### src/rtl/arith_pkg.sv
// Shared arithmetic datapath definitions: sequencer state encoding and default operand width.
package arith_pkg;

  localparam int unsigned DEFAULT_WIDTH = 8;

  typedef enum logic [2:0] {
    IDLE,
    INIT,
    DIV,
    FIX,
    DONE
  } arith_state_t;

endpackage

### src/rtl/div_step.sv
// One combinational restoring-division step on unsigned magnitudes, MSB first.
module div_step
  import arith_pkg::*;
#(
  parameter int unsigned WIDTH = DEFAULT_WIDTH
) (
  input  logic [WIDTH-1:0] rem_in,
  input  logic             bit_in,
  input  logic [WIDTH:0]   divisor_mag,
  output logic [WIDTH-1:0] rem_out,
  output logic             q_bit
);

  logic [WIDTH:0] shifted;

  // Partial remainder stays below |divisor| (or is the dividend itself for /0), so WIDTH bits hold it.
  always_comb begin
    shifted = {rem_in, bit_in};
    q_bit   = (shifted >= divisor_mag);
    rem_out = q_bit ? WIDTH'(shifted - divisor_mag) : shifted[WIDTH-1:0];
  end

endmodule

### src/rtl/divider_module.sv
// Sequential signed restoring divider on the start_sig/done_sig handshake, fixed WIDTH+2 latency.
module divider_module
  import arith_pkg::*;
#(
  parameter int unsigned WIDTH = DEFAULT_WIDTH
) (
  input  logic             clk,
  input  logic             rst,
  input  logic             start_sig,
  input  logic [WIDTH-1:0] dividend,
  input  logic [WIDTH-1:0] divisor,
  output logic             done_sig,
  output logic [WIDTH-1:0] quotient,
  output logic [WIDTH-1:0] remainder,
  output logic             div_zero
);

  localparam int unsigned CW = $clog2(WIDTH);
  localparam logic [CW-1:0] CNT_LAST = CW'(WIDTH - 1);

  arith_state_t state, next_state;

  logic             armed;
  logic [WIDTH-1:0] a_op, b_op;
  logic             a_neg, b_neg;
  logic [WIDTH-1:0] dvd_sh;
  logic [WIDTH:0]   dvs_mag;
  logic [WIDTH-1:0] rem;
  logic [WIDTH-1:0] q_acc;
  logic [CW-1:0]    cnt;
  logic [WIDTH-1:0] step_rem;
  logic             step_q;
  logic [WIDTH:0]   b_ext;

  always_comb b_ext = {b_op[WIDTH-1], b_op};

  div_step #(.WIDTH(WIDTH)) u_step (
    .rem_in      (rem),
    .bit_in      (dvd_sh[WIDTH-1]),
    .divisor_mag (dvs_mag),
    .rem_out     (step_rem),
    .q_bit       (step_q)
  );

  always_ff @(posedge clk) begin
    if (rst) state <= IDLE;
    else     state <= next_state;
  end

  always_comb begin
    next_state = state;
    unique case (state)
      IDLE:    if (start_sig && armed) next_state = INIT;
      INIT:    next_state = DIV;
      DIV:     if (cnt == CNT_LAST) next_state = FIX;
      FIX:     next_state = DONE;
      DONE:    next_state = IDLE;
      default: next_state = IDLE;
    endcase
  end

  always_comb done_sig = (state == DONE);

  // A low start_sig re-arms even in DONE, so a one-cycle drop right after done_sig suffices.
  always_ff @(posedge clk) begin
    if (rst)                armed <= 1'b1;
    else if (!start_sig)    armed <= 1'b1;
    else if (state == DONE) armed <= 1'b0;
  end

  always_ff @(posedge clk) begin
    if (rst) begin
      a_op      <= '0;
      b_op      <= '0;
      a_neg     <= 1'b0;
      b_neg     <= 1'b0;
      dvd_sh    <= '0;
      dvs_mag   <= '0;
      rem       <= '0;
      q_acc     <= '0;
      cnt       <= '0;
      quotient  <= '0;
      remainder <= '0;
      div_zero  <= 1'b0;
    end else begin
      unique case (state)
        IDLE: begin
          if (start_sig && armed) begin
            a_op <= dividend;
            b_op <= divisor;
          end
        end
        INIT: begin
          a_neg    <= a_op[WIDTH-1];
          b_neg    <= b_op[WIDTH-1];
          dvd_sh   <= a_op[WIDTH-1] ? -a_op : a_op;
          dvs_mag  <= b_ext[WIDTH] ? -b_ext : b_ext;
          rem      <= '0;
          q_acc    <= '0;
          cnt      <= '0;
          div_zero <= 1'b0;
        end
        DIV: begin
          rem    <= step_rem;
          dvd_sh <= {dvd_sh[WIDTH-2:0], 1'b0};
          q_acc  <= {q_acc[WIDTH-2:0], step_q};
          cnt    <= cnt + 1'b1;
        end
        FIX: begin
          if (b_op == '0) begin
            quotient  <= '1;
            remainder <= a_op;
            div_zero  <= 1'b1;
          end else begin
            // -2^(WIDTH-1) / -1 wraps naturally: magnitude 2^(WIDTH-1) reads back as itself.
            quotient  <= (a_neg ^ b_neg) ? -q_acc : q_acc;
            remainder <= a_neg ? -rem : rem;
            div_zero  <= 1'b0;
          end
        end
        default: ;
      endcase
    end
  end

endmodule

### config.mk
export PLATFORM = sky130hd
export DESIGN_NAME = divider_module
export DESIGN_NICKNAME = d
export VERILOG_FILES = /design/src/rtl/arith_pkg.sv /design/src/rtl/div_step.sv /design/src/rtl/divider_module.sv
export SDC_FILE = /design/constraint.sdc
export NUM_CORES = 1
export LEC_CHECK = 0
export ABC_CLOCK_PERIOD_IN_PS = 3050
export CORE_MARGIN = 4
export CORE_UTILIZATION = 42
export DETAILED_ROUTE_END_ITERATION = 16
export PLACE_DENSITY = 0.7
export SYNTH_ARGS = -nofsm -noshare
export SYNTH_HDL_FRONTEND = slang
export SYNTH_HIERARCHICAL = 1
export SYNTH_SLANG_ARGS = --single-unit
### constraint.sdc
create_clock -name clk -period 3.05 [get_ports clk]
set_input_delay 0.915 -clock clk [delete_from_list [all_inputs] [get_ports clk]]
set_output_delay 0.915 -clock clk [all_outputs]
set_load 0.05 [all_outputs]
-- Yosys cells after proc, flatten, opt, wreduce, memory -nomap -nowiden
Cells that the tools add are included.
- eq/ne operators: 7
- bitwise logic cells: 2
- add/sub/neg operators: 6
- muxes and demuxes: 16
- reduce and logical (&&, ||, !) cells: 8
- magnitude comparators: 1
- operators by type and width (operator ; number):
    2-to-1 mux 8 bit ; 6
    one-hot mux 8 bit (2 select lines) ; 3
    negator 8 bit ; 3
    one-hot mux 3 bit (4 select lines) ; 1
    >= comparator 9 bit ; 1
    2-to-1 mux 9 bit ; 1
    negator 9 bit ; 1
    zero test 8 bit ; 1
    subtractor 8 bit ; 1
    == test 3 x 2 -> 1 bit, second input constant ; 2
    == test 3 bit, second input constant ; 2
    2-to-1 mux 3 bit ; 2
    one-hot mux 3 bit (2 select lines) ; 1
    != test 2 bit, second input constant ; 2
    AND reduction 2 bit ; 2
    nonzero test 2 bit ; 2
    adder 3 x 1 -> 3 bit, second input constant ; 1
    == test 3 x 1 -> 1 bit, second input constant ; 1
    zero test 3 bit ; 1
    one-hot mux 1 bit (2 select lines) ; 1
    OR reduction 2 bit ; 1
    logical AND 1 bit ; 1
    2-to-1 mux 1 bit ; 1
    inverter 1 bit ; 1
    XOR 1 bit ; 1
- flip-flop bits (word level): 75
- bits of input ports: 19
- output and inout port bits: 18
- word-level logic and storage cells: 54

-- Longest topological paths before layout
- word-level depth: 3
- mapped depth: 10
- mapped depth without buffers: 10

-- Modules after synthesis
The synthesis kept the hierarchy.
- by module, submodules not included (module ; cells an instance ; sequential area each (um^2) ; area an instance (um^2) ; instances):
    divider_module ; 406 ; 1501.4 ; 3442.1 ; 1
    div_step ; 69 ; 0.0 ; 518.0 ; 1

-- Worst setup path before layout
OpenSTA, ideal clock, no wires.
- kind: register -> register
- from: register rem[5]
- to: register rem[2]
- data arrival time: 2.114 ns
- data required time: 2.922 ns
- cell stages (with the launch flop): 9
- period minus slack after synthesis: 2.242 ns
- setup time: 0.128 ns
- path buffers: 0
- path slack: 0.808 ns
- path through: dfxtp_1 > ha_1 > a21o_1 > a21oi_1 > o21ai_1 > a211oi_4 > mux2_2 > a22oi_1 > nor2_1
- longest elaborated chain between the ends: 3
- RTL lines (item ; line ; text):
    from (decl) ; divider_module.sv:28 ; logic [WIDTH-1:0] rem;
    from (signal assigned) ; divider_module.sv:104 ; rem <= step_rem;
    >= comparator 9 bit ; div_step.sv:19 ; q_bit = (shifted >= divisor_mag);
    2-to-1 mux 8 bit ; div_step.sv:20 ; rem_out = q_bit ? WIDTH'(shifted - divisor_mag) : shifted[WIDTH-1:0];
    via step_rem[2] ; divider_module.sv:31 ; logic [WIDTH-1:0] step_rem;
    one-hot mux 8 bit (2 select lines) ; divider_module.sv:86 ; unique case (state)
The timed path passes the listed nets, and every way through them passes these cells.
A chain may end at the register's enable or synchronous reset.

-- Worst setup path after layout
- from: register state[0]
- to: output done_sig
- longest elaborated chain between the ends: 1
- RTL lines (item ; line ; text):
    from (decl) ; divider_module.sv:21 ; arith_state_t state, next_state;
    from (signal assigned) ; divider_module.sv:47 ; else state <= next_state;
    == test 3 bit ; divider_module.sv:62 ; always_comb done_sig = (state == DONE);
    to (decl) ; divider_module.sv:12 ; output logic done_sig,
Every way passes these cells.

==> flow_summary_export.csv <==
group,metric,value,unit
run_status,outcome,"finished, final reports clean",
clocking,clock-root-buffer,"clkbuf_8",
setup_path,cp.arrival,1800,ps
min_path,holdCritStartpoint,"dvs_mag[7]",
detailed_routing,wl_per_cell,14.6,um
setup_path,reg2reg_depth,8,
placed_design,place_congestion,0.853,
detailed_routing,ant_nets,0,
die,start_util,43.1,%
layout,final_core_util,49.8,%
setup_path,endpoint_kind,"output port",
pwr,pwr_density_cell,540,mW/mm^2
sta,slew_headroom,29.8,%
setup_path,r2r_end,"rem[6]",
placed_design,hpwl,6.36,mm
clocking,cts_buffers,9,
die,core,0.00920,mm^2
setup_path,worstPathCellList,"nor2_1 -> and2_1 -> clkdlybuf4s50_1",
clocking,htreeDepth,3,
detailed_routing,firstDrtPassIters,5,
placed_design,portBuffers,36,
layout,instances_no_fill,616,
synth,synth_commonest_cells,"dfxtp_1, nand2_1, a21oi_1",
grt,grt_start_max_net_pins,34,
min_path,worst_hold_path.endpoint,"dvs_mag[7]",
synth,synth_ff_type,"dfxtp_1",
clocking,postCtsSetupRepairBufs,0,
layout,multi_input_area,0.00221,mm^2
sta,fin_crit_sh,89.2,%
synth,synth_seq_cells,75,
synth,synthArstFlopShare,0,%
layout,diodes,0,
setup_path,critical_path.max_fanout,2,
min_path,hold_path_depth,2,
sta,max_freq,368,MHz
sta,rsz0062_at_grt,"false",
sta,worst_pin_slew,1050,ps
synth,synth.distinct_cells,62,
grt,grt-ovfl-total,0,
clocking,cts_sinks,75,
layout,fin_nets,535,
sta,finalSetupViolCount,0,
die,rows,35,
clocking,clkLatencyLatePin,350,ps
synth,synth.top_cell.area_share,37.9,%
pwr,p_leak,1.67,nW
grt,grt_pass1_vias,3190,
layout,drive_above_1_share,7.72,%
clocking,cts_max_path_buffers,2,
clocking,hold_buffers,0,
layout,n_fill_cell,900,
sta,fin_crit,2720,ps
setup_path,max_stage_delay,800,ps
die,io_pins,37,
synth,avgSynthCellArea,8.34,um^2
layout,register_area,0.00150,mm^2
setup_path,worst-setup-path-type,"reg -> out",
synth,synth-seq-area-share,37.9,%
min_path,worst_hold_path_type,"reg -> reg",
synth,yosysTopAreaCell,"dfxtp_1",
setup_path,cp_data_required_time,2130,ps
detailed_routing,drt_wl_total,9.02,mm
placed_design,dp.cells,600,
setup_path,crit_buf_inv,1,
detailed_routing,vias_per_cell,5.57,
setup_path,r2r_slack,530,ps
synth,syn_nets,510,
die,die_w,105,um
die,die_y,105,um
setup_path,cpMaxStageDelayCell,"clkdlybuf4s50_1",
flow_run,max_cap_violations,0,
sta,skew,11.8,ps
synth,syn-cell-area,0.00396,mm^2
clocking,clk_pin_slew_worst_paths,80,ps
die,die_area,0.0110,mm^2
detailed_routing,vias,3433,
grt,grtUsageTotal,16.9,%
synth,post-synth-top-count-cell,"dfxtp_1",
pwr,ir_drop,283,uV
layout,area_growth,15.6,%
detailed_routing,drt_iter0_drc,142,
setup_path,r2r-start,"rem[5]",
synth,yosys_warnings,6,
setup_path,crit_family,"buffers and inverters",
grt,grt_pass1_wl,15.5,mm
synth,syn_inst,475,
detailed_routing,drc,0,
synth,synth_edf_count,0,
sta,drv_slew,0,
clocking,cts_tree,"yes",
synth,synthTopCellsByArea,"dfxtp_1, a21oi_1, nand2_1",
sta,finalHoldViolations,0,
grt,grt_antenna_before_repair,0,
setup_path,startpoint_type,"register",
clocking,cts_resized,0,
sta,fin_tns_setup,0,ps
[routing by layer]
| layer | GRT usage, % | wire [um] |
|---|---|---|
| met1 | 22.4 | 4320 |
| met2 | 27.3 | 4240 |
| met3 | 3.71 | 361 |
| met4 | 5.44 | 97 |
| met5 | 0 | 0 |
[layout make-up]
type | instances | area share, %
Tap cell | 111 | 3.03
Inverter | 27 | 2.21
Sequential cell | 75 | 32.8
Clock inverter | 5 | 1.69
Multi-Input combinational cell | 343 | 48.3
Timing Repair Buffer | 44 | 9.07
Clock buffer | 11 | 2.87
[stage by stage]
stage | total power (W) | hold slack [ps] | worst slack (ps) | cell area, um^2
floorplan | 0.00154 | 432 | 808 | 3960
CTS | 0.00247 | 467 | 321 | 4580
global placement | 0.00165 | 443 | 471 | 4370
global route | 0.00260 | 484 | 269 | 4580
detailed placement | 0.00166 | 456 | 441 | 4370
finish | 0.00247 | 467 | 330 | 4580
[sequential cells by signal, summed over array words and instances (netlist names)]
register   cells
state          3
dvd_sh         8
cnt            3
div_zero       1
remainder      8
q_acc          8
b_op           8
quotient       8
armed          1
a_neg          1
rem            8
dvs_mag        9
a_op           8
b_neg          1
[layout by cell type, fill, tap and decap left out, drive strengths merged, types with 4 or more instances in the layout]
| cell | instances |
|---|---|
| nand3b | 4 |
| xor2 | 4 |
| mux2i | 7 |
| nor2 | 43 |
| nand2 | 54 |
| inv | 27 |
| a22oi | 23 |
| nor4 | 7 |
| xnor2 | 18 |
| a21oi | 51 |
| o21ai | 22 |
| mux2 | 5 |
| a21o | 5 |
| nor3b | 4 |
| a31oi | 7 |
| clkdlybuf4s50 | 35 |
| ha | 15 |
| clkbuf | 11 |
| buf | 9 |
| and3 | 4 |
| nand2b | 6 |
| nor3 | 8 |
| nand3 | 8 |
| a211oi | 7 |
| dfxtp | 75 |
[worst min-delay path: stages (launching register included)]
cell and delay [ps]:
dfxtp_1 320, nand2_1 50, a21oi_1 50
[cell families after synthesis]
kind of cell | count (synthesis) | synth area share (%)
and+or+nand+nor | 154 | 19.9
AOI/OAI and AO/OA | 139 | 22.6
DFF | 75 | 37.9
buffers and inverters | 57 | 6.22
xor gates and xnor gates | 22 | 4.87
adders and majority gates | 16 | 5.24
muxes | 12 | 3.19
[how the worst max path moves through the flow]
stage          cells after the start  slack (ps)       from  endpoint
2_1_floorplan                      8         810     rem[5]    rem[2]
3_3_place_gp                       5         470  start_sig   b_op[2]
3_5_place_dp                       5         440  start_sig   b_op[3]
4_1_cts                            3         320   state[0]  done_sig
5_1_grt                            3         270   state[0]  done_sig
6_report                           3         330   state[0]  done_sig
[power by group]
| part | switching (W) | total, W | internal [W] |
|---|---|---|---|
| Sequential | 0.0000545 | 0.00108 | 0.00102 |
| Combinational | 0.000318 | 0.000569 | 0.000251 |
| Clock | 0.000369 | 0.000827 | 0.000459 |
Note: power is estimated with default switching activity, not from simulation.
